### src/rtl/exception_ctrl_pkg.sv
// Shared types and constants for the exception/return controller.
// Imported by the interface, the flush counter and the controller top.
package exception_ctrl_pkg;

  typedef enum logic [1:0] {
    USER,
    TAKE,
    HANDLER,
    RETURN
  } exc_state_t;

  localparam logic [3:0] ESR_NONE   = 4'b0000;
  localparam logic [3:0] ESR_UNDEF  = 4'b0001;
  localparam logic [3:0] ESR_IRQ    = 4'b0010;
  localparam logic [3:0] ESR_BADRET = 4'b0011;

  localparam logic MRS_ELR = 1'b0;
  localparam logic MRS_ESR = 1'b1;

  localparam int CNT_W = $clog2(8);

  // Sync cause first, then illegal return, then the interrupt line.
  function automatic logic [3:0] pick_cause(
    input logic [3:0] estatus,
    input logic       eret,
    input logic       irq
  );
    logic [3:0] c;
    c = ESR_NONE;
    if (estatus != ESR_NONE) c = estatus;
    else if (eret)           c = ESR_BADRET;
    else if (irq)            c = ESR_IRQ;
    return c;
  endfunction

endpackage

### src/rtl/exception_ctrl_if.sv
// Decode-side bundle between the decoder/fetch and the
// exception controller.
interface exception_ctrl_if #(
  parameter int N = 64
);
  logic         valid_d;
  logic [3:0]   estatus_d;
  logic         eret_d;
  logic [N-1:0] pc_d;
  logic         ext_irq;
  logic         mrs_sel;
  logic [N-1:0] mrs_data;
  logic         redirect;
  logic [N-1:0] redirect_pc;
  logic         flush;
  logic         in_handler;
  logic         irq_ack;

  modport master (
    output valid_d,
    output estatus_d,
    output eret_d,
    output pc_d,
    output ext_irq,
    output mrs_sel,
    input  mrs_data,
    input  redirect,
    input  redirect_pc,
    input  flush,
    input  in_handler,
    input  irq_ack
  );

  modport slave (
    input  valid_d,
    input  estatus_d,
    input  eret_d,
    input  pc_d,
    input  ext_irq,
    input  mrs_sel,
    output mrs_data,
    output redirect,
    output redirect_pc,
    output flush,
    output in_handler,
    output irq_ack
  );
endinterface

### src/rtl/exception_ctrl_flush_counter.sv
// Loadable down-counter that holds the pipeline squash window
// open after each redirect.
module flush_counter
  import exception_ctrl_pkg::*;
#(
  parameter int W = CNT_W
) (
  input  logic         clk,
  input  logic         reset,
  input  logic         load,
  input  logic [W-1:0] load_val,
  output logic         busy
);

  logic [W-1:0] cnt;

  always_ff @(posedge clk or negedge reset) begin
    if (!reset) begin
      cnt <= '0;
    end else if (load) begin
      cnt <= load_val;
    end else if (cnt != '0) begin
      cnt <= cnt - 1'b1;
    end
  end

  assign busy = (cnt != '0);

endmodule

### src/rtl/exception_ctrl.sv
// Exception entry/return controller: captures ELR/ESR, redirects
// fetch to the vector or back to ELR and squashes the front end.
module exception_ctrl
  import exception_ctrl_pkg::*;
#(
  parameter int           N            = 64,
  parameter logic [N-1:0] VECTOR       = 64'h0000_0000_0000_00D8,
  parameter int           FLUSH_CYCLES = 2
) (
  input  logic clk,
  input  logic reset,
  exception_ctrl_if.slave bus
);

  // TAKE/RETURN already flush for one cycle, the counter covers the rest.
  localparam logic [CNT_W-1:0] FLUSH_LOAD =
    CNT_W'(FLUSH_CYCLES - 1);

  exc_state_t   state;
  exc_state_t   state_nx;
  logic [N-1:0] elr;
  logic [3:0]   esr;
  logic [3:0]   cause;
  logic         busy;
  logic         take;
  logic         ret;
  logic         cnt_load;

  assign cause = pick_cause(bus.estatus_d,
                            bus.eret_d,
                            bus.ext_irq);

  assign take = (state == USER) && bus.valid_d &&
                !busy && (cause != ESR_NONE);

  assign ret  = (state == HANDLER) && bus.valid_d &&
                bus.eret_d;

  assign cnt_load = (state == TAKE) || (state == RETURN);

  flush_counter #(
    .W (CNT_W)
  ) u_flush_counter (
    .clk      (clk),
    .reset    (reset),
    .load     (cnt_load),
    .load_val (FLUSH_LOAD),
    .busy     (busy)
  );

  always_ff @(posedge clk or negedge reset) begin
    if (!reset) begin
      state <= USER;
    end else begin
      state <= state_nx;
    end
  end

  always_comb begin
    state_nx = state;
    unique case (state)
      USER:    if (take) state_nx = TAKE;
      TAKE:    state_nx = HANDLER;
      HANDLER: if (ret) state_nx = RETURN;
      RETURN:  state_nx = USER;
      default: state_nx = USER;
    endcase
  end

  always_ff @(posedge clk or negedge reset) begin
    if (!reset) begin
      elr <= '0;
      esr <= ESR_NONE;
    end else if (take) begin
      elr <= bus.pc_d;
      esr <= cause;
    end else if (state == RETURN) begin
      esr <= ESR_NONE;
    end
  end

  always_comb begin
    bus.redirect    = 1'b0;
    bus.redirect_pc = '0;
    bus.in_handler  = 1'b0;
    bus.irq_ack     = 1'b0;
    bus.flush       = busy;
    unique case (state)
      USER: begin
      end
      TAKE: begin
        bus.redirect    = 1'b1;
        bus.redirect_pc = VECTOR;
        bus.in_handler  = 1'b1;
        bus.irq_ack     = (esr == ESR_IRQ);
        bus.flush       = 1'b1;
      end
      HANDLER: begin
        bus.in_handler  = 1'b1;
      end
      RETURN: begin
        bus.redirect    = 1'b1;
        bus.redirect_pc = elr;
        bus.flush       = 1'b1;
      end
      default: begin
      end
    endcase
  end

  assign bus.mrs_data = (bus.mrs_sel == MRS_ESR) ?
                        {{(N-4){1'b0}}, esr} : elr;

endmodule

### src/flat_wrapper.sv
// flat-port wrapper written by rule: the top's interface ports become plain ports
module exception_ctrl_flat import exception_ctrl_pkg::*;
#(
  parameter int           N            = 64,
  parameter logic [N-1:0] VECTOR       = 64'h0000_0000_0000_00D8,
  parameter int           FLUSH_CYCLES = 2
)
  (clk, reset, bus_valid_d, bus_estatus_d, bus_eret_d, bus_pc_d, bus_ext_irq, bus_mrs_sel, bus_mrs_data, bus_redirect, bus_redirect_pc, bus_flush, bus_in_handler, bus_irq_ack);
  exception_ctrl_if #(.N(N)) bus_i ();
  input  logic clk;
  input  logic reset;
  input wire logic [$bits(bus_i.valid_d)-1:0] bus_valid_d;
  input wire logic [$bits(bus_i.estatus_d)-1:0] bus_estatus_d;
  input wire logic [$bits(bus_i.eret_d)-1:0] bus_eret_d;
  input wire logic [$bits(bus_i.pc_d)-1:0] bus_pc_d;
  input wire logic [$bits(bus_i.ext_irq)-1:0] bus_ext_irq;
  input wire logic [$bits(bus_i.mrs_sel)-1:0] bus_mrs_sel;
  output wire logic [$bits(bus_i.mrs_data)-1:0] bus_mrs_data;
  output wire logic [$bits(bus_i.redirect)-1:0] bus_redirect;
  output wire logic [$bits(bus_i.redirect_pc)-1:0] bus_redirect_pc;
  output wire logic [$bits(bus_i.flush)-1:0] bus_flush;
  output wire logic [$bits(bus_i.in_handler)-1:0] bus_in_handler;
  output wire logic [$bits(bus_i.irq_ack)-1:0] bus_irq_ack;
  assign bus_i.valid_d = bus_valid_d;
  assign bus_i.estatus_d = bus_estatus_d;
  assign bus_i.eret_d = bus_eret_d;
  assign bus_i.pc_d = bus_pc_d;
  assign bus_i.ext_irq = bus_ext_irq;
  assign bus_i.mrs_sel = bus_mrs_sel;
  assign bus_mrs_data = bus_i.mrs_data;
  assign bus_redirect = bus_i.redirect;
  assign bus_redirect_pc = bus_i.redirect_pc;
  assign bus_flush = bus_i.flush;
  assign bus_in_handler = bus_i.in_handler;
  assign bus_irq_ack = bus_i.irq_ack;
  exception_ctrl #(.N(N), .VECTOR(VECTOR), .FLUSH_CYCLES(FLUSH_CYCLES)) u_core (.clk(clk), .reset(reset), .bus(bus_i));
endmodule
### config.mk
export PLATFORM = sky130hd
export DESIGN_NAME = exception_ctrl_flat
export DESIGN_NICKNAME = d
export VERILOG_FILES = /design/src/rtl/exception_ctrl_pkg.sv /design/src/rtl/exception_ctrl_if.sv /design/src/rtl/exception_ctrl_flush_counter.sv /design/src/rtl/exception_ctrl.sv /design/src/flat_wrapper.sv
export SDC_FILE = /design/constraint.sdc
export NUM_CORES = 1
export LEC_CHECK = 0
export CAP_MARGIN = 10
export CORE_MARGIN = 1.5
export CORE_UTILIZATION = 30
export DETAILED_ROUTE_END_ITERATION = 16
export PLACE_DENSITY = 0.65
export SLEW_MARGIN = 20
export SYNTH_ARGS = -nofsm -noshare
export SYNTH_HDL_FRONTEND = slang
export SYNTH_SLANG_ARGS = --single-unit
### constraint.sdc
create_clock -name clk -period 1.8 [get_ports clk]
set_input_delay 0.18 -clock clk [delete_from_list [all_inputs] [get_ports clk]]
set_output_delay 0.18 -clock clk [all_outputs]
set_load 0.005 [all_outputs]
# Word level (Yosys, flattened, before mapping)
# Cells that the tools add are included.
[word_totals] in_bits=74 elab_cells=43 output_inout_bits=132 ff_bits=73
[classes] mux=16 n_addsub=1 eq_ne=6 reduce_logical=16
[ops] cell="64-bit one-hot mux with 2 select lines" n=1
[ops] cell="64-bit 2-to-1 mux" n=1
[ops] cell="4-bit 2-to-1 mux" n=3
[ops] cell="2-bit 2-to-1 mux" n=4
[ops] cell="2-bit one-hot mux with 4 select lines" n=1
[ops] cell="4-bit nonzero test" n=2
[ops] cell="3-bit 2-to-1 mux" n=2
[ops] cell="1-bit logical AND" n=5
[ops] cell="2-bit equality test (second input constant)" n=2
[ops] cell="4-bit by 2-bit equality test with 1-bit output (second input constant)" n=1
[ops] cell="1-bit 2-to-1 mux" n=4
[ops] cell="2-bit by 1-bit inequality test with 1-bit output (second input constant)" n=2
[ops] cell="2-bit nonzero test" n=2
[ops] cell="2-bit OR reduction" n=2
[ops] cell="3-bit nonzero test" n=1
[ops] cell="3-bit by 1-bit subtractor with 3-bit output (second input constant)" n=1
[ops] cell="2-bit by 1-bit equality test with 1-bit output (second input constant)" n=1
[ops] cell="2-bit zero test" n=1
[ops] cell="2-bit AND reduction" n=1
[ops] cell="1-bit zero test" n=1
[ops] cell="1-bit logical OR" n=1

# Logic depth before layout (Yosys ltp)
# Gate-level depths: netlist of run 1.
[depth] depth_word=7 ltp_mapped=8 mapped_depth_nobuf=6

# Modules after synthesis
# From an unflattened synthesis of run 1, not the netlist that was laid out.
[unflattened] hier_cells=337 hier_area_um2=3955.0
[by_module_without_submodules] module="exception_ctrl" area_each_um2=3757.4 seq_area_each_um2=1751.7 instances=1 cells_per_inst=317
[by_module_without_submodules] module="flush_counter" area_each_um2=197.7 seq_area_each_um2=75.1 instances=1 cells_per_inst=20

# Least setup slack after synthesis of run 1
# No wires, ideal clock.
[synth_timing] path_type="reg2reg" startpoint="register u_core.u_flush_counter.cnt[0]" endpoint="register u_core.elr[15]" period_less_slack_ns=1.880 path_slack_ns=-0.080 n_path_buf=2 t_required_ns=1.673 setup_ns=0.127 t_arrival_ns=1.752 path_stages_with_launch=9 path_cell_list="dfrtp_1 -> inv_1 -> ha_1 -> ha_1 -> nand3_1 -> a21oi_2 -> buf_6 -> buf_6 -> mux2_1"
[synth_via] elab_chain_len=4
[synth_rtl] element="start: declaration" line_no="exception_ctrl_flush_counter.sv:15" rtl="logic [W-1:0] cnt;"
[synth_rtl] element="start signal: assignment" line_no="exception_ctrl_flush_counter.sv:21" rtl="cnt <= load_val;"
[synth_rtl] element="start signal: assignment" line_no="exception_ctrl_flush_counter.sv:23" rtl="cnt <= cnt - 1'b1;"
[synth_rtl] element="3-bit nonzero test" line_no="exception_ctrl_flush_counter.sv:27" rtl="assign busy = (cnt != '0);"
[synth_rtl] element="1-bit zero test" line_no="exception_ctrl.sv:34" rtl="!busy && (cause != ESR_NONE);"
[synth_rtl] element="1-bit logical AND" line_no="exception_ctrl.sv:33" rtl="assign take = (state == USER) && bus.valid_d &&"
[synth_rtl] element="1-bit logical AND" line_no="exception_ctrl.sv:34"
[synth_rtl] element="end signal: assignment" line_no="exception_ctrl.sv:75" rtl="elr <= bus.pc_d;"
[synth_rtl] element="end: declaration" line_no="exception_ctrl.sv:21" rtl="logic [N-1:0] elr;"
# Every way passes these cells.
# A chain may end at the register's enable or synchronous reset.

# Worst setup path after layout of run 1
[layout_timing] startpoint="register u_core.state[1]" endpoint="output bus_redirect_pc[6]"
[layout_via] elab_chain_len=2 elab_cells_between_ends=3 cone_classes="eq/ne (2); mux (1)"
[layout_rtl] element="start: declaration" line_no="exception_ctrl.sv:19" rtl="exc_state_t state;"
[layout_rtl] element="start signal: assignment" line_no="exception_ctrl.sv:55" rtl="state <= state_nx;"
[layout_rtl] element="2-bit equality test or 2-bit by 1-bit equality test with 1-bit output (tied branches)" line_no="exception_ctrl.sv:88" rtl="unique case (state)"
[layout_rtl] element="64-bit one-hot mux with 2 select lines *" line_no="exception_ctrl.sv:88"
[layout_rtl] element="end: declaration" line_no="flat_wrapper.sv:20" rtl="output wire logic [$bits(bus_i.redirect_pc)-1:0] bus_redirect_pc;"
# Every way passes the cells marked *; elsewhere a longest branch is shown, timed or not.

==> results.md, run 1 <==
- The weighted congestion reported at the end of routability-driven placement is roughly 0.77.
- The via count of the first global-routing pass is 3353.
- Excluding fillers, the count of instances in the completed layout stands at around 740.
- The floorplan step set the die width to approximately 120 µm.
- At the end of the flow the core is filled with cells to 0.584.
- The worst-path maximum fanout is 4.
- In the finished design, the share of the clock period the worst path needs comes to 1.09.
- The initial antenna violation count is 0.
- The finished cells cover 7100 µm².
- The checks that failed: setup timing.
- The number of nets with antenna violations after detailed routing is 0.
- In this design, the stage delay of the slowest critical-path cell is around 0.50 ns.
- The synthesized design contains 0 enable-type register cells.
- The most frequent standard cell in the layout excluding fill and tap cells is clkdlybuf4s50_1.
- TritonCTS built the clock tree.
- For this run, the register share of the synthesized area comes to 0.482.
- The floorplan step set the die height to around 120 µm.
- The startpoint type of the worst setup path is a register.
- The area of the die is 13300 µm².
- The fraction of final layout cells sized beyond drive strength 1 is 0.202.
- The H-tree was split into 3 levels.
- The clock tree buffer depth is 2.
- The category of the most critical setup path is reg -> out.
- The overall routed net length is ~12 mm.
- The power density over the cells is around 1400 nW/µm².
- The signal arrival time at the worst endpoint is 1.78 ns.
- Data on the critical path is required at its endpoint by 1.62 ns.
- The final-report setup violation count is between 70 and 80.
- The type of destination of the critical path is an output port.
- The wire length per cell after detailed routing is around 16 µm.
- The smallest clock period supported by the final layout is computed as between 1.5 and 2 ns.
- Averaged over all synthesized cells, the footprint is 11.4 µm².
- The overall routing resource usage is 0.168.
- The number of clock sinks is 73.
- The worst ir drop on vdd is between 0.0007 and 0.0008 V.
- Walking the worst path, the cells encountered are inv_2 -> ha_2 -> buf_4 -> a21o_1 -> clkdlybuf4s50_1.
- The wire length of the first global-routing pass is around 17 mm.
- The total vias in the final route is around 3300.
- Counting the buffers created by CTS gives 9.
- For the pin with the worst max-slew slack, the measured transition is roughly 0.54 ns.
- In the layout the commonest cells are clkdlybuf4s50_1 (152), dfrtp_1 (71), and2_1 (60), nor2b_1 (60), dlymetal6s2s_1 (48).
- Counting flops and latches in the post-synthesis netlist gives between 70 and 80.
- The analysis attributes to cell leakage a power of between 0.003 and 0.004 µW.
- The cell sitting at the root of the clock tree is a clkbuf_16.
- The gate count after technology mapping is ~330.
- approximately 210 I/O pins were placed.
- Dividing the detail-routed via count by the number of cells gives around 4.5.
- Fill cells in the final layout number 1049.
- The distinct cell type count after synthesis is 29.
- For this run the aggregate overflow at the end of global routing stands at 0.
- The tool flagged a number of max-cap violations equal to 0.
- For this configuration, the core starts out at a cell density of 0.312.
- The number of buffers inserted by port buffering is approximately 200.
- The number of hold violations in the final report is 0.
- The total count of max-transition violations in the final report is 0.
- Once placement finished, the instance area stood at approximately 6000 µm².
- Summed over all failing endpoints, the final setup total negative slack is -4.13 ns.
- The signed area change from the synthesized netlist to the final layout is 87.1%.
- The most common flop cell mapped by yosys is dfrtp_1.
- The timing-limited maximum frequency is between 500 and 600 MHz.
- When the netlist entered floorplanning its net count stood at around 410.
- After detailed placement, the design holds a cell count of 705.
- Prior to clock tree synthesis, the placed netlist has a worst setup slack of -0.0392 ns.
- In the post-route analysis, the smallest setup slack over all paths is -0.162 ns.
- The total inserted antenna cells is 0.
- For this run, design rule violations remaining after detail routing come to 0.
- The area of the mapped netlist is between 3000 and 4000 µm².
- Among all stages on the critical path, the largest delay is contributed by clkdlybuf4s50_1.
- The placeable core region is approximately 12000 µm².
- The proportion of synthesized flip-flops having asynchronous set or reset is 1.00.
- The first detailed-routing pass ran for 4 iterations.
- Clock skew on the completed layout was measured at 0.00676 ns.
- The clock latency on the worst-skew pair is roughly 0.33 ns.
- The pin count of the biggest net entering global routing is slightly above 40.
- The detailed router's first-iteration violation count is ~50.
- Setup repair after global routing could not meet its margin everywhere.
- The worst pin sits at a relative slew slack of 0.639.
- The worst min-delay path class is in -> async.
- The run finished, with violations left.
- The final layout net count is about 640.
- The wire-length estimate of the detail-placed layout is between 8 and 9 mm.
- The initialized floorplan defines 40 standard-cell rows.
- The clock transition at the register clock pins on the worst setup and hold paths after CTS is ~0.06 ns.
- The number of warnings reported in the yosys synthesis log is 0.
[logic make-up (layout without fill, tap and decap cells)]
group / after synthesis / in the layout / share of synthesized area
AOI/OAI and AO/OA: 16 / 16 / 0.0294
adders and majority gates: 6 / 6 / 0.0198
buffers and inverters: 29 / 264 / 0.0360
DFF: 73 / 73 / 0.482
muxes: 70 / 70 / 0.208
and+or+nand+nor: 140 / 140 / 0.226
[area by class of cell]
type / count / area (µm²) / share of cell area
sequential: 73 / 1830 / 0.258
multi-input combinational: 232 / 2070 / 0.292
clock inverter: 6 / 92.6 / 0.0130
timing repair buffer: 240 / 2630 / 0.370
tap: 168 / 210 / 0.0296
clock buffer: 10 / 229 / 0.0323
inverter: 8 / 32.5 / 0.00458
[where the power goes]
part / switching (µW) / internal, µW / leakage, µW
clock: 702 / 1220 / 0.000149
sequential: 601 / 2460 / 0.000894
combinational: 1590 / 3380 / 0.00271
total: 2890 / 7060 / 0.00376
[synthesized netlist by cell type (all sizes together), types with 2 or more instances]
library cell  number  area [µm²]
nor2               7        26.3
o32ai              2        17.5
buf                7        53.8
and2              60         375
a21o               4        30.0
inv                8        30.0
o21ai              2        10.0
nand2b             2        12.5
ha                 6        75.1
a21oi              5        28.8
mux2              69         777
nand2              3        11.3
nor2b             60         375
nor3               3        20.0
dfrtp             73        1830
clkbuf            14        52.6
[path summary, 6_finish.rpt]
path,from,to,slack (ns),depth (start not counted)
min in group clk,bus_pc_d[18],u_core.elr[18]$_DFFE_PN0P_,0.45,2
max in group asynchronous,reset,u_core.elr[7]$_DFFE_PN0P_,0.84,3
max,u_core.state[1]$_DFFE_PN0P_,bus_redirect_pc[6],-0.16,5
max reg2reg,u_core.state[0]$_DFFE_PN0P_,u_core.elr[10]$_DFFE_PN0P_,-0.07,8
min reg2reg,u_core.elr[60]$_DFFE_PN0P_,u_core.elr[60]$_DFFE_PN0P_,0.50,1
min,reset,u_core.u_flush_counter.cnt[1]$_DFFE_PN0P_,0.38,2
[registers in the layout, indices dropped and copies added (netlist names)]
name                        flops
u_core.elr                     64
u_core.u_flush_counter.cnt      3
u_core.esr                      4
u_core.state                    2
[per-stage QoR]
stage,total power (µW),hold slack [ns]
floorplan,4760,-0.116
global route,10600,0.418
detailed placement,7280,0.201
CTS,9670,0.393
finish,9950,0.377
global placement,7150,0.199
[timing repair]
action                                  CTS  global route
endpoints found under the setup margin  130           132
setup buffers                             5             7
hold buffers                              1             0
resized for setup                        38            93
pin swaps                                 1             2
cloned                                    3             2
hold endpoints to repair                 39             0
[layer usage]
layer	vias up	GRT usage	routed length (µm)
li1	1559	-	-
met1	1619	0.202	4950
met2	119	0.304	6060
met3	10	0.0350	664
met4	0	0.0494	102
met5	-	0	0
[worst max-delay path, delay by kind of cell (launching register included)]
family	cells	cell delay, ns
adders and majority gates	1	0.20
DFF	1	0.45
AOI/OAI and AO/OA	1	0.08
buffers and inverters	3	0.73
Power figures use the tool's default switching activity.
==> run 2: changes to the inputs <==
--- a/config.mk
+++ b/config.mk
@@ -9,6 +9,7 @@
 export CORE_MARGIN = 1.5
 export CORE_UTILIZATION = 30
 export DETAILED_ROUTE_END_ITERATION = 16
+export GPL_TIMING_DRIVEN = 1
 export PLACE_DENSITY = 0.65
 export SLEW_MARGIN = 20
 export SYNTH_ARGS = -nofsm -noshare
==> results of run 2 <==
The final DEF is identical to that of run 1; final timing and power are the same.
==> run 3: changes to the inputs <==
--- a/config.mk
+++ b/config.mk
@@ -6,7 +6,7 @@
 export NUM_CORES = 1
 export LEC_CHECK = 0
 export CAP_MARGIN = 10
-export CORE_MARGIN = 1.5
+export CORE_MARGIN = 2
 export CORE_UTILIZATION = 30
 export DETAILED_ROUTE_END_ITERATION = 16
 export GPL_TIMING_DRIVEN = 1
==> run 3 against run 2 <==
Effect of this change: die area is 1.7% higher; sequential power is 2% lower; largest power group unchanged; the flow still finishes with violations (setup timing); power is 8.3% lower.
==> results.md, run 3 (synthesis gave the netlist of run 1 again) <==
- The flow ran to the end, but the final reports show violations.
- The final reports fail on setup timing.
- The initial antenna violation count is 0 (unchanged).
- The total count of max-transition violations in the final report is 0 (unchanged).
- The initial core utilization is 0.304 (-0.00761).
- The power share of the sequential group was 0.329 (+0.021).
- The weighted congestion reported at the end of routability-driven placement was 0.777 (+1.1%).
- The signed area change from the synthesized netlist to the final layout is 74.6%.
- In this run the worst setup path begins at u_core.state[1]$_DFFE_PN0P_.
- The final-report setup violation count is 66 (-12%).
- The number of inserted filler cells in the final layout is 1073 (+2.3%).
- The number of buffers inserted by port buffering was 205 (unchanged).
- The final layout net count was 646 (+0.31%).
- The number of iterations in the first detailed-routing pass is 4 (unchanged).
- The pin count of the biggest net entering global routing is 42 (+2.4%).
- The switching fraction of total power is 0.302 (+0.0113).
- The register with the most flip-flops is u_core.elr.
- The cell-internal power is 6370 µW (-9.8%).
- The via density per instance is 4.36 (-2.9%).
- The headroom to the max-slew limit came to 0.700 (+0.0612).
- The die boundary height came to 116 µm (+0.87%).
- The worst slack at placement is -0.0769 ns (-0.0377 ns).
- Leaving out fill and tap cells, the most frequent cell in the layout is clkdlybuf4s50_1.
- The sum of overflow across all layers after global routing is 0 (unchanged).
- The timing-limited maximum frequency is 512 MHz (+0.42%).
- The floorplan row count came to 41 (+2.5%).
- The number of top-level design ports is 206 (unchanged).
- The clock transition at the register clock pins on the worst setup and hold paths after CTS is 0.06 ns (about the same).
- The overall routing resource usage is 0.165 (-0.00397).
- STA classifies the critical path endpoint as an output port.
- The worst-path maximum fanout is 6 (+2).
- The horizontal extent of the die is 116 µm (+0.87%).
- The leakage power figure is 0.00316 µW (-16%).
- The transition time at the pin with the least slew margin is 0.450 ns (-0.0918 ns).
- The placeable core region is 12500 µm² (+2.5%).
- The slack of the critical path was -0.154 ns (+0.00817 ns).
- The number of max-cap violations is 0 (unchanged).
- The category of the most critical setup path is reg -> out.
- The clock latency on the worst-skew pair came to 0.32 ns (about the same).
- The minimum clock period came to 1.95 ns (-0.00817 ns).
- The cell area after placement is 6150 µm² (-0.32%).
- The worst reg2reg path startpoint is u_core.state[0]$_DFFE_PN0P_.
- The number of clock sinks was 73 (unchanged).
- The number of hold violations in the final report is 0 (unchanged).
- The number of cell instances on the worst register-to-register path was 9 (+1).
- The DRC violation count after routing is 0 (unchanged).
- The share of power burned in the clock network is 0.186 (-0.007).
- The clock tree buffer depth is 2 (unchanged).
- The overall routed net length is 11.6 mm (-1.3%).
- The clock buffer count from CTS is 9 (unchanged).
- The area of the die is 13600 µm² (+1.7%).
- The largest registers in the layout are u_core.elr: 64 flops, u_core.esr: 4 flops, u_core.u_flush_counter.cnt: 3 flops.
- The fraction of power consumed by combinational cells came to 0.486 (-0.013).
- The top cell types in the final layout, fill and taps aside, are clkdlybuf4s50_1 (136), dfrtp_1 (73), mux2_1 (64).
- The power density over the cells came to 1380 nW/µm² (-1.8%).
- The wire length of the first global-routing pass was 17.0 mm (-1.4%).
- STA classifies the critical path startpoint as a register.
- The required time of the critical path is 1.62 ns (about the same).
- The post-DP HPWL came to 8.14 mm (-1.4%).
- The total inserted antenna cells was 0 (unchanged).
- The via count of the first global-routing pass is 3175 (-5.3%).
- The critical register-to-register path endpoint is u_core.elr[38]$_DFFE_PN0P_.
- The final instance area is 6620 µm² (-6.7%).
- The flip-flop count of the largest register after layout is 64 (unchanged).
- The total power draw came to 9120 µW (-8.3%).
- The number of nets with antenna violations after detailed routing is 0 (unchanged).
- The H-tree level count is 3 (unchanged).
- The period utilization is 1.09 (-0.00454).
- The worst ir drop on vdd is 0.000825 V (+6.9%).
- The final total negative setup slack was -7.00 ns (-2.87 ns).
- The clock root buffer is clkbuf_16.
- The signal arrival time at the worst endpoint came to 1.77 ns (about the same).
- The reported net switching power was 2750 µW (-4.8%).
- TritonCTS built the clock tree.
- The worst hold slack is 0.371 ns (-0.00509 ns).
- The total vias in the final route is 3232 (-2.3%).
- The detailed router's first-iteration violation count is 88 (+73%).
- The critical path ends at bus_irq_ack.
- The worst setup slack for register-to-register paths is -0.13 ns (-0.06 ns).
- The wire length per cell after detailed routing is 15.7 µm (-2.0%).
- The fraction of final layout cells sized beyond drive strength 1 is 0.191 (-0.0109).
- The final clock skew is 0.00762 ns (+0.000866 ns).
- Setup repair after global routing could not meet its margin everywhere.
- The worst min-delay path class is in -> async.
run 3: cell types whose count changed in the layout (fill, tap and decap cells not counted), moves of 8 or more:
cell             before  now
dlygate4sd2_1         3   11
mux2_1               22   64
mux2_4               43    1
clkbuf_2              0   41
clkdlybuf4s50_1     152  136
dlymetal6s2s_1       48   15
run 3: how the worst min path moves through the flow:
stage | from | end | slack [ns] | cells after the start
detailed placement | reset | u_core.elr[32]$_DFFE_PN0P_ | 0.16 | 1
global placement | reset | u_core.elr[23]$_DFFE_PN0P_ | 0.15 | 1
floorplan | reset | u_core.elr[0]$_DFFE_PN0P_ | -0.12 | 0
global route | reset | u_core.elr[32]$_DFFE_PN0P_ | 0.40 | 2
finish | reset | u_core.elr[31]$_DFFE_PN0P_ | 0.37 | 2
CTS | reset | u_core.elr[32]$_DFFE_PN0P_ | 0.35 | 2
run 3: final cells by class:
class / instances / area, µm² / share of cell area
Clock buffer: 11 / 233 / 0.0351
Inverter: 8 / 30.0 / 0.00453
Clock inverter: 4 / 45.0 / 0.00680
Sequential cell: 73 / 1830 / 0.276
Tap cell: 172 / 215 / 0.0325
Multi-Input combinational cell: 232 / 1900 / 0.287
Timing Repair Buffer: 242 / 2370 / 0.359
run 3: power by group through the flow:
stage          clock (µW)  sequential (µW)  combinational, µW
4_1_cts              1760             3000               4360
3_5_place_dp            0             3020               4270
6_report             1690             3000               4430
3_3_place_gp            0             2980               4170
5_1_grt              1840             3120               4870
2_1_floorplan           0             2790               1970
run 3: stage by stage:
stage	util	instances
final	0.531	742
after global routing	0.531	742
after CTS	0.531	733
after detailed placement	0.494	704
after global placement	0.494	704
after floorplan	-	334
run 3: worst max-delay path, cell delays in order, from the launching register on:
cell,delay (ns)
dfrtp_1,0.42
inv_1,0.13
ha_4,0.19
and4_1,0.19
clkdlybuf4s50_1,0.51
run 3: layer usage:
layer	vias to the layer above	track usage	part of all wire
li1	1559	-	-
met1	1559	0.200	0.41
met2	104	0.295	0.52
met3	10	0.0353	0.055
met4	0	0.0444	0.010
met5	-	0	0
run 3: timing repair:
item	CTS	global route
gates cloned	4	2
pin swaps	1	1
buffers inserted	9	7
endpoints found under the setup margin	132	82
hold endpoints to repair	32	0
resized for setup	65	101
hold buffers	1	0
